### src/rtl/pixel_array_readout_if.sv
// Row readout channel of pixel_array_readout: valid/ready row stream plus end-of-frame pulse.
// The master side is the readout block; the slave side is the frame-capture consumer.
interface pixel_array_readout_if #(
  parameter int N_ROWS   = 2,
  parameter int N_COLS   = 2,
  parameter int ADC_BITS = 8
);
  localparam int ROW_W = (N_ROWS > 1) ? $clog2(N_ROWS) : 1;

  logic                       OUT_VALID;
  logic                       OUT_READY;
  logic [ROW_W-1:0]           OUT_ROW;
  logic [N_COLS*ADC_BITS-1:0] OUT_DATA;
  logic                       DONE;

  modport master (
    output OUT_VALID,
    output OUT_ROW,
    output OUT_DATA,
    output DONE,
    input  OUT_READY
  );

  modport slave (
    input  OUT_VALID,
    input  OUT_ROW,
    input  OUT_DATA,
    input  DONE,
    output OUT_READY
  );
endinterface

### src/rtl/pixel_array_readout.sv
// Single-slope ADC back-end for an N_ROWS x N_COLS pixel array with row-by-row valid/ready readout.
// Define PIXEL_ARRAY_CDS_EN to build correlated double sampling (reset + signal conversion, sig - rst).
module pixel_array_readout #(
  parameter int N_ROWS   = 2,
  parameter int N_COLS   = 2,
  parameter int ADC_BITS = 8
) (
  input  logic                       clk,
  input  logic                       reset_n,
  input  logic                       START,
  input  logic [N_ROWS*N_COLS-1:0]   CMP,
  output logic                       RAMP_EN,
  output logic [ADC_BITS-1:0]        CNT,
  output logic                       CDS_PHASE,
  output logic                       BUSY,
  pixel_array_readout_if.master      rd
);

  localparam int NPIX  = N_ROWS * N_COLS;
  localparam int ROW_W = (N_ROWS > 1) ? $clog2(N_ROWS) : 1;
  localparam logic [ADC_BITS-1:0] CNT_MAX  = '1;
  localparam logic [ROW_W-1:0]    LAST_ROW = ROW_W'(N_ROWS - 1);

  typedef enum logic [1:0] {
    IDLE,
    CONV_RST,
    CONV_SIG,
    READOUT
  } state_t;

  state_t state;
  state_t state_nxt;

  logic [ADC_BITS-1:0]            cnt;
  logic [ROW_W-1:0]               row;
  logic                           done_q;
  logic [NPIX-1:0]                tripped;
  logic [NPIX-1:0][ADC_BITS-1:0]  sig_lat;
`ifdef PIXEL_ARRAY_CDS_EN
  logic [NPIX-1:0][ADC_BITS-1:0]  rst_lat;
`endif
  logic [N_COLS*ADC_BITS-1:0]     out_data;

  logic conv;
  logic last_cnt;
  logic frame_start;
  logic accept;
  logic last_row;

  assign conv        = (state == CONV_RST) || (state == CONV_SIG);
  assign last_cnt    = (cnt == CNT_MAX);
  assign frame_start = (state == IDLE) && START;
  assign accept      = (state == READOUT) && rd.OUT_READY;
  assign last_row    = (row == LAST_ROW);

  always_ff @(posedge clk or negedge reset_n) begin
    if (!reset_n) begin
      state <= IDLE;
    end else begin
      state <= state_nxt;
    end
  end

  always_comb begin
    state_nxt = state;
    case (state)
      IDLE: begin
        if (START) begin
`ifdef PIXEL_ARRAY_CDS_EN
          state_nxt = CONV_RST;
`else
          state_nxt = CONV_SIG;
`endif
        end
      end
      CONV_RST: begin
        if (last_cnt) begin
          state_nxt = CONV_SIG;
        end
      end
      CONV_SIG: begin
        if (last_cnt) begin
          state_nxt = READOUT;
        end
      end
      READOUT: begin
        if (accept && last_row) begin
          state_nxt = IDLE;
        end
      end
      default: state_nxt = IDLE;
    endcase
  end

  // Ramp code wraps to 0 naturally at the end of each phase; row index walks on each accepted beat.
  always_ff @(posedge clk or negedge reset_n) begin
    if (!reset_n) begin
      cnt    <= '0;
      row    <= '0;
      done_q <= 1'b0;
    end else begin
      done_q <= 1'b0;
      cnt    <= conv ? cnt + 1'b1 : '0;
      if (state != READOUT) begin
        row <= '0;
      end else if (accept) begin
        if (last_row) begin
          row    <= '0;
          done_q <= 1'b1;
        end else begin
          row <= row + 1'b1;
        end
      end
    end
  end

  // First comparator trip wins; pixels still untripped on the final code latch full scale.
  always_ff @(posedge clk or negedge reset_n) begin
    if (!reset_n) begin
      tripped <= '0;
      sig_lat <= '0;
`ifdef PIXEL_ARRAY_CDS_EN
      rst_lat <= '0;
`endif
    end else if (frame_start) begin
      tripped <= '0;
      sig_lat <= '0;
`ifdef PIXEL_ARRAY_CDS_EN
      rst_lat <= '0;
`endif
    end else if (conv) begin
      for (int p = 0; p < NPIX; p++) begin
        if (!tripped[p] && (CMP[p] || last_cnt)) begin
          tripped[p] <= 1'b1;
`ifdef PIXEL_ARRAY_CDS_EN
          if (state == CONV_RST) begin
            rst_lat[p] <= cnt;
          end else begin
            sig_lat[p] <= cnt;
          end
`else
          sig_lat[p] <= cnt;
`endif
        end
      end
      if (last_cnt) begin
        tripped <= '0;
      end
    end
  end

  always_comb begin
    int unsigned base;
    out_data = '0;
    base     = 0;
    if (state == READOUT) begin
      base = int'(row) * N_COLS;
      for (int c = 0; c < N_COLS; c++) begin
`ifdef PIXEL_ARRAY_CDS_EN
        if (sig_lat[base + c] >= rst_lat[base + c]) begin
          out_data[c*ADC_BITS +: ADC_BITS] = sig_lat[base + c] - rst_lat[base + c];
        end else begin
          out_data[c*ADC_BITS +: ADC_BITS] = '0;
        end
`else
        out_data[c*ADC_BITS +: ADC_BITS] = sig_lat[base + c];
`endif
      end
    end
  end

  assign RAMP_EN = conv;
  assign CNT     = cnt;
  assign BUSY    = (state != IDLE);
`ifdef PIXEL_ARRAY_CDS_EN
  assign CDS_PHASE = (state == CONV_SIG);
`else
  assign CDS_PHASE = 1'b1;
`endif

  assign rd.OUT_VALID = (state == READOUT);
  assign rd.OUT_ROW   = row;
  assign rd.OUT_DATA  = out_data;
  assign rd.DONE      = done_q;

endmodule
### src/flat_wrapper.sv
// flat-port wrapper written by rule: the top's interface ports become plain ports
module pixel_array_readout_flat 
#(
  parameter int N_ROWS   = 2,
  parameter int N_COLS   = 2,
  parameter int ADC_BITS = 8
)
  (clk, reset_n, START, CMP, RAMP_EN, CNT, CDS_PHASE, BUSY, rd_OUT_VALID, rd_OUT_ROW, rd_OUT_DATA, rd_DONE, rd_OUT_READY);
  pixel_array_readout_if #(.N_ROWS(N_ROWS), .N_COLS(N_COLS), .ADC_BITS(ADC_BITS)) rd_i ();
  input  logic clk;
  input  logic reset_n;
  input  logic START;
  input  logic [N_ROWS*N_COLS-1:0] CMP;
  output logic RAMP_EN;
  output logic [ADC_BITS-1:0] CNT;
  output logic CDS_PHASE;
  output logic BUSY;
  output wire logic [$bits(rd_i.OUT_VALID)-1:0] rd_OUT_VALID;
  output wire logic [$bits(rd_i.OUT_ROW)-1:0] rd_OUT_ROW;
  output wire logic [$bits(rd_i.OUT_DATA)-1:0] rd_OUT_DATA;
  output wire logic [$bits(rd_i.DONE)-1:0] rd_DONE;
  input wire logic [$bits(rd_i.OUT_READY)-1:0] rd_OUT_READY;
  assign rd_OUT_VALID = rd_i.OUT_VALID;
  assign rd_OUT_ROW = rd_i.OUT_ROW;
  assign rd_OUT_DATA = rd_i.OUT_DATA;
  assign rd_DONE = rd_i.DONE;
  assign rd_i.OUT_READY = rd_OUT_READY;
  pixel_array_readout #(.N_ROWS(N_ROWS), .N_COLS(N_COLS), .ADC_BITS(ADC_BITS)) u_core (.clk(clk), .reset_n(reset_n), .START(START), .CMP(CMP), .RAMP_EN(RAMP_EN), .CNT(CNT), .CDS_PHASE(CDS_PHASE), .BUSY(BUSY), .rd(rd_i));
endmodule
### config.mk
export PLATFORM = sky130hd
export DESIGN_NAME = pixel_array_readout_flat
export DESIGN_NICKNAME = d
export VERILOG_FILES = /design/src/rtl/pixel_array_readout_if.sv /design/src/rtl/pixel_array_readout.sv /design/src/flat_wrapper.sv
export SDC_FILE = /design/constraint.sdc
export NUM_CORES = 1
export LEC_CHECK = 0
export ABC_AREA = 1
export BUFFER_PORTS_ARGS = -buffer_cell sky130_fd_sc_hd__buf_2
export CAP_MARGIN = 0
export CORE_UTILIZATION = 61
export DETAILED_ROUTE_END_ITERATION = 16
export GPL_TIMING_DRIVEN = 0
export PLACE_DENSITY = 0.9
export SLEW_MARGIN = 20
export SYNTH_ARGS = -nofsm -noshare
export SYNTH_HDL_FRONTEND = slang
export SYNTH_SLANG_ARGS = --single-unit
### constraint.sdc
create_clock -name clk -period 3.65 [get_ports clk]
set_input_delay 0.365 -clock clk [delete_from_list [all_inputs] [get_ports clk]]
set_output_delay 0.365 -clock clk [all_outputs]
set_load 0.02 [all_outputs]
# --- Yosys cells after proc, flatten, opt, wreduce, memory -nomap -nowiden ---
# Cells that the tools add are included.
word_totals:
  regBits: 48
  in_bits: 8
  wordCells: 93
classes:
  mux: 30
  reduce_logical: 37
  order_cmp: 2
  n_eq_ne: 9
  add_sub_neg: 3
op_table:
  columns: ["cell", "n"]
  rows:
  - ["$mux W32", 2]
  - ["$mux W8", 8]
  - ["$lt A32 B3 Y1 const B", 1]
  - ["$bmux W8 S2", 1]
  - ["$mux W16", 1]
  - ["$reduce_and A2 Y1", 8]
  - ["$reduce_bool A2 Y1", 7]
  - ["$mux W4", 3]
  - ["$reduce_bool A3 Y1", 4]
  - ["$mux W1", 10]
  - ["$add A8 B1 Y8 const B", 1]
  - ["$eq A8 B8 Y1 const B", 1]
  - ["$mux W2", 4]
  - ["$pmux W2 S4", 1]
  - ["$logic_and A1 B1 Y1", 7]
  - ["$ne A2 B1 Y1 const B", 3]
  - ["$logic_or A1 B1 Y1", 5]
  - ["$eq A2 B2 Y1 const B", 2]
  - ["$logic_not A1 Y1", 4]
  - ["$ne A2 B2 Y1 const B", 2]
  - ["$reduce_and A4 Y1", 1]
  - ["$add A2 B1 Y3 const B", 1]
  - ["$lt A2 B3 Y1 const B", 1]
  - ["$eq A2 B1 Y1 const B", 1]
  - ["2 further kinds", 2]

# --- Depth between registers and ports, before layout ---
# Gate-level depths: netlist (run 1).
logic_depth:
  ltp_word: 7
  depth_mapped: 9

# --- Worst setup path before layout (run 1) ---
# Ideal clock, no wire load.
synth_timing:
  path_kind: "register to output"
  from: "register u_core.state[0]"
  to: "output rd_OUT_DATA[10]"
  setup_slack_ns: 1.851
  path_stages_with_launch: 5
  required_time_ns: 3.285
  arrival_ns: 1.434
  cell_sequence: "dfrtp_1 -> ha_1 -> clkbuf_1 -> o21ai_1 -> nor2_1"
synth_between:
  elab_chain_len: 2
synth_lines:
  columns: ["element", "line_no", "source"]
  rows:
  - ["start, declared", "pixel_array_readout.sv:31", "state_t state;"]
  - ["start signal, assigned", "pixel_array_readout.sv:60", "state <= state_nxt;"]
  - ["$eq A2 B2 Y1", null, null]
  - ["named net rd_OUT_VALID", "flat_wrapper.sv:18", "output wire logic [$bits(rd_i.OUT_VALID)-1:0] rd_OUT_VALID;"]
  - ["$mux W16", "pixel_array_readout.sv:156", "if (state == READOUT) begin"]
  - ["end, declared", "flat_wrapper.sv:20", "output wire logic [$bits(rd_i.OUT_DATA)-1:0] rd_OUT_DATA;"]
# The timed path passes the listed nets, and every way through them passes these cells.

# --- Worst setup path in the final report (run 1) ---
layout_timing:
  from: "register u_core.state[1]"
  to: "output rd_OUT_DATA[9]"
layout_between:
  elab_chain_len: 2
layout_lines:
  columns: ["element", "line_no"]
  rows:
  - ["$eq A2 B2 Y1", "pixel_array_readout.sv:156"]
  - ["$mux W16", "pixel_array_readout.sv:156"]
# Every way passes these cells.

==> flow_summary.yaml, run 1 <==
clock_tree:
  h-tree-depth: 2
  clock_path_buffers: 2
  clkTransAtPathRegs_ps: 90
  cts-hold-fix-buffers: 0
  numCtsBuffers: 5
  root_buffer: "clkbuf_8"
  cts-resized-gates: 0
  tritoncts: "built"
  cts_num_sinks: 48
  postCtsSetupRepairBufs: 0
  clk_latency_ps: 320
sta:
  whs_ps: 52.0
  rsz0062_at_grt: "false"
  setup_slack_ps: 1290
  fin_skew_ps: 13.9
  fmax_ghz: 0.424
  worst_pin_slew_ps: 596
  finalSetupTns_ps: 0
  slew_violations: 0
  relSlewSlack_pct: 60.2
  fin_crit_sh_pct: 64.6
  period_minus_slack_ps: 2360
  finalHoldViolations: 0
  setup_viol: 0
layout:
  nFillCells: 317
  drive_above_1_share_pct: 18.9
  syn_to_final_growth_pct: 12.7
  nets: 368
  num_antenna_cells: 0
synth:
  synth_seq_cells: 48
  yosysWarnings: 0
  ys_types: 26
  synth_cells: 311
  syn_area_per_cell_sq_um: 8.16
  netlist_area_sq_um: 2540
  syn_nets: 325
  ys_seq_area_share_pct: 47.3
place:
  io_buffers: 36
  preCtsSetupSlack_ps: 1640
  place.gp.congestion: 0.867
  place_hpwl_um: 4050
critical_path:
  worstPathArrival_ps: 1990
  worst-path-buf-inv: 2
  r2r_start: "u_core.state[0]$_DFFE_PN0P_"
  critical_path.cell_chain: "ha_1 -> clkbuf_1 -> o21ai_1 -> nor2_1 -> buf_2"
  start_kind: "flop"
  endpoint_kind: "output pin"
  cp.required_ps: 3280
  critPathMaxStageDelay_ps: 430
  crit_start: "u_core.state[1]$_DFFE_PN0P_"
  path_max_fanout: 10
  cp_top_family: "buffers and inverters"
  critical_path_class: "flop to output pin"
  critPathSlowestCell: "dfrtp_1"
  rrSetupSlack_ps: 1830
  reg2reg_to: "u_core.tripped[3]$_DFFE_PN0P_"
  reg2regPathDepth: 7
global_routing:
  grtUsageTotal_pct: 29.8
  grt_pass1_wl_um: 9490
  overflow: 0
  antenna_found_initial: 0
  grt_max_degree: 49
  grt_pass1_vias: 2031
detailed_routing:
  drtPass1Iterations: 4
  drc: 0
  wire_per_inst_um: 14.1
  wl_um: 5690
  num_vias: 2199
  drt_first_iter_violations: 153
  via_per_inst: 5.44
  postRouteAntennaNets: 0
job:
  cap_viol_max_count: 0
floorplan:
  num_rows: 23
  ios: 38
  start_util_pct: 63.5
  dieArea_sq_um: 4420
  die_x_um: 66.5
  core_area_sq_um: 4000
  fp.dieH_um: 66.5
worst_hold_path:
  hp-class: "input port to asynchronous set/reset pin"
power:
  finalPower_mw: 1.98
  power.density_nw_per_um2: 691
  peakVddDrop_mv: 0.749
  power.leakage_nw: 1.69
outcome:
  status: "finished clean"
-- worst max path at each step --
stage	end	slack, ps	depth (start not counted)
6_report	rd_OUT_DATA[9]	1290	5
5_1_grt	rd_OUT_DATA[10]	1090	5
2_1_floorplan	rd_OUT_DATA[10]	1850	4
3_5_place_dp	rd_OUT_DATA[9]	1640	5
3_3_place_gp	rd_OUT_DATA[9]	1650	5
4_1_cts	rd_OUT_DATA[9]	1290	5
-- kinds of logic after synthesis --
kind of cell | share of synthesized area (%)
AOI/OAI and AO/OA | 8.03
adders and majority gates | 2.96
buffers and inverters | 5.22
DFF | 47.3
other | 0.148
and+or+nand+nor | 36.3
-- final cells by class --
| class | instances | area (sq um) | share of cell area (%) |
|---|---|---|---|
| Timing Repair Buffer | 36 | 183 | 6.38 |
| Inverter | 27 | 101 | 3.54 |
| Clock buffer | 6 | 72.6 | 2.54 |
| Multi-Input combinational cell | 230 | 1200 | 42.1 |
| Tap cell | 50 | 62.6 | 2.19 |
| Sequential cell | 48 | 1200 | 42.0 |
| Clock inverter | 1 | 5.00 | 0.175 |
| Buffer | 6 | 31.3 | 1.09 |
-- layout by cell type, fill, tap and decap left out, types with 5 or more instances in the layout --
master | synthesis | layout
buf_2 | 1 | 36
nand2_1 | 90 | 90
nand3_1 | 35 | 35
dfrtp_1 | 48 | 48
clkbuf_8 | 0 | 5
o21ai_1 | 9 | 9
nor2_1 | 45 | 45
inv_1 | 21 | 21
ha_1 | 6 | 6
a21oi_1 | 6 | 6
o21ai_0 | 11 | 11
-- sequential cells by signal (all words and copies together) (netlist names) --
register,cells
u_core.tripped,4
u_core.CNT,8
u_core.state,2
u_core.rd.DONE,1
u_core.sig_lat,32
u_core.rd.OUT_ROW,1
-- cells in the mapped netlist, drive strengths merged --
cell type / count / area [sq um]
nand2: 97 / 415
dfrtp: 48 / 1200
nor2: 47 / 209
nand3: 39 / 245
inv: 25 / 93.8
o21ai: 25 / 174
a21oi: 6 / 30.0
ha: 6 / 75.1
buf: 4 / 23.8
nand4: 4 / 25.0
nor3: 4 / 20.0
clkbuf: 2 / 7.51
clkinv: 2 / 7.51
conb: 1 / 3.75
nand3b: 1 / 7.51
-- metrics by stage --
stage | util [%] | area, sq um | std cells
after floorplan | - | 2540 | 311
after CTS | 71.5 | 2860 | 404
after global routing | 71.5 | 2860 | 404
after detailed placement | 69.5 | 2780 | 397
after global placement | 69.5 | 2780 | 397
final | 71.5 | 2860 | 404
-- report_power, final --
part	switching (mW)	internal, mW	leakage, nW	total [mW]
clock	0.177	0.131	0.0410	0.308
combinational	0.681	0.278	1.00	0.959
sequential	0.0831	0.626	0.648	0.710
total	0.942	1.03	1.69	1.98
-- routing by layer --
| metal | GRT usage [%] | vias to the layer above | part of all wire (%) |
|---|---|---|---|
| li1 | - | 1080 | - |
| met1 | 38.1 | 1043 | 43 |
| met2 | 48.5 | 68 | 50 |
| met3 | 6.85 | 8 | 6.4 |
| met4 | 12.5 | 0 | 1.5 |
| met5 | 0 | - | 0 |
Power figures use the tool's default switching activity.
==> inputs of run 2 (changes only) <==
--- a/config.mk
+++ b/config.mk
@@ -8,10 +8,10 @@
 export ABC_AREA = 1
 export BUFFER_PORTS_ARGS = -buffer_cell sky130_fd_sc_hd__buf_2
 export CAP_MARGIN = 0
-export CORE_UTILIZATION = 61
+export CORE_UTILIZATION = 56
 export DETAILED_ROUTE_END_ITERATION = 16
 export GPL_TIMING_DRIVEN = 0
-export PLACE_DENSITY = 0.9
+export PLACE_DENSITY = 0.84
 export SLEW_MARGIN = 20
 export SYNTH_ARGS = -nofsm -noshare
 export SYNTH_HDL_FRONTEND = slang
==> constraint.sdc (replaced) <==
create_clock -name clk -period 2.3 [get_ports clk]
set_input_delay 0.23 -clock clk [delete_from_list [all_inputs] [get_ports clk]]
set_output_delay 0.23 -clock clk [all_outputs]
set_load 0.02 [all_outputs]
==> run 2 against run 1 <==
- flip-flop and latch count did not move
- global-route usage fell by 4.4 points
- routed wire length fell by 2.1%
- critical endpoint is now rd_OUT_DATA[7]
- sequential power rose by 58%
- combinational power rose by 54%
- largest power group unchanged
==> flow_summary.yaml, run 2 (synthesis gave the netlist of run 1 again) <==
floorplan:
  dieArea_sq_um: 4810
  start_util_pct: 58.3
  die_x_um: 69.3
  fp.dieH_um: 69.3
  num_rows: 24
  core_area_sq_um: 4350
  ios: 38
detailed_routing:
  drtPass1Iterations: 4
  wl_um: 5570
  num_vias: 2133
  via_per_inst: 5.23
  drc: 0
  drt_first_iter_violations: 195
  postRouteAntennaNets: 0
  wire_per_inst_um: 13.6
sta:
  worst_pin_slew_ps: 588
  fin_crit_sh_pct: 87.9
  fin_skew_ps: 4.76
  setup_viol: 0
  period_minus_slack_ps: 2020
  relSlewSlack_pct: 60.8
  finalHoldViolations: 0
  finalSetupTns_ps: 0
  slew_violations: 0
  rsz0062_at_grt: "false"
  setup_slack_ps: 279
  fmax_ghz: 0.495
layout:
  fin_util_pct: 66.7
  final_cell_mix: "nand2_1 (90), dfrtp_1 (48), nor2_1 (45)"
  syn_to_final_growth_pct: 14.4
  num_antenna_cells: 0
  largest_register_ffs: 32
  final_cells: 408
  drive_above_1_share_pct: 19.4
  nets: 369
  fin_area_sq_um: 2910
  final_common_cell: "nand2_1"
  top_register: "u_core.sig_lat"
critical_path:
  endpoint_kind: "output pin"
  worstPathArrival_ps: 1790
  rrSetupSlack_ps: 500
  start_kind: "flop"
  critical_path_class: "flop to output pin"
  path_max_fanout: 10
  r2r_start: "u_core.state[1]$_DFFE_PN0P_"
  reg2reg_to: "u_core.tripped[0]$_DFFE_PN0P_"
  cp.required_ps: 2070
  reg2regPathDepth: 9
place:
  place.gp.congestion: 0.826
  postPlaceCellArea_sq_um: 2780
  io_buffers: 36
  preCtsSetupSlack_ps: 491
  dp_cells: 399
  place_hpwl_um: 4040
clock_tree:
  clk_latency_ps: 300
  postCtsSetupRepairBufs: 0
  clock_path_buffers: 2
  clkTransAtPathRegs_ps: 90
  root_buffer: "clkbuf_8"
  numCtsBuffers: 5
  h-tree-depth: 2
  cts_num_sinks: 48
  tritoncts: "built"
global_routing:
  antenna_found_initial: 0
  grtUsageTotal_pct: 25.3
  grt_pass1_vias: 2007
  overflow: 0
  grt_max_degree: 49
  grt_pass1_wl_um: 9470
power:
  power.leakage_nw: 1.71
  power.density_nw_per_um2: 1110
  peakVddDrop_mv: 0.733
outcome:
  status: "finished clean"
worst_hold_path:
  hp-class: "input port to flop"
  min_path_cells: 3
  min_from: "rd_OUT_READY"
  hold-path-endpoint: "u_core.rd.DONE$_DFF_PN0_"
job:
  cap_viol_max_count: 0
==> run 2: cell types whose count changed in the layout (fill, tap and decap cells not counted), sizes merged <==
cell,change
bufinv,+1
dlygate4sd3,+1
==> run 2: worst max-delay path by stage <==
| stage | start | endpoint | cells past startpoint |
|---|---|---|---|
| after detailed placement | u_core.state[0]$_DFFE_PN0P_ | u_core.tripped[0]$_DFFE_PN0P_ | 9 |
| after global placement | u_core.state[0]$_DFFE_PN0P_ | rd_OUT_DATA[7] | 5 |
| final | u_core.state[1]$_DFFE_PN0P_ | rd_OUT_DATA[7] | 5 |
| after CTS | u_core.state[1]$_DFFE_PN0P_ | rd_OUT_DATA[7] | 5 |
| after global routing | u_core.state[1]$_DFFE_PN0P_ | rd_OUT_DATA[5] | 5 |
| after floorplan | u_core.state[0]$_DFFE_PN0P_ | u_core.tripped[3]$_DFFE_PN0P_ | 7 |
==> run 2: routing by layer <==
metal	vias up	global-route usage (%)	routed length [um]
li1	1080	-	-
met1	981	33.5	2470
met2	63	42.2	2670
met3	9	4.80	327
met4	0	8.16	101
met5	-	0	0
==> run 2: what timing repair did <==
action                     4_1_cts  5_1_grt
hold buffers                     0        1
setup endpoints to repair        0        3
hold endpoints to repair         0       48
gates resized for setup          0        2
==> run 2: metrics by stage <==
| stage | power (mW) | hold slack, ps |
|---|---|---|
| 2_1_floorplan | 2.25 | -65.6 |
| 6_report | 3.21 | 168 |
| 4_1_cts | 3.22 | 143 |
| 3_3_place_gp | 2.57 | 453 |
| 3_5_place_dp | 2.62 | 460 |
| 5_1_grt | 3.45 | 194 |
==> run 2: layout make-up <==
type | count | area, sq um
fill | 355 | 1450
multi-input combinational | 230 | 1200
sequential | 48 | 1200
timing repair buffer | 37 | 193
inverter | 27 | 101
clock buffer | 6 | 72.6
tap | 52 | 65.1
clock inverter | 2 | 35.0
buffer | 6 | 32.5
==> run 2: where the power goes <==
group | switching (mW) | internal, mW | leakage [nW]
clock | 0.282 | 0.323 | 0.0552
sequential | 0.130 | 0.994 | 0.648
combinational | 1.04 | 0.442 | 1.01
total | 1.45 | 1.76 | 1.71
==> run 2: worst max-delay path, stage by stage, from the launching register on <==
cell and delay [ps]:
dfrtp_1 440, ha_1 360, clkbuf_2 270, o21ai_1 130, nor2_1 120, buf_2 170
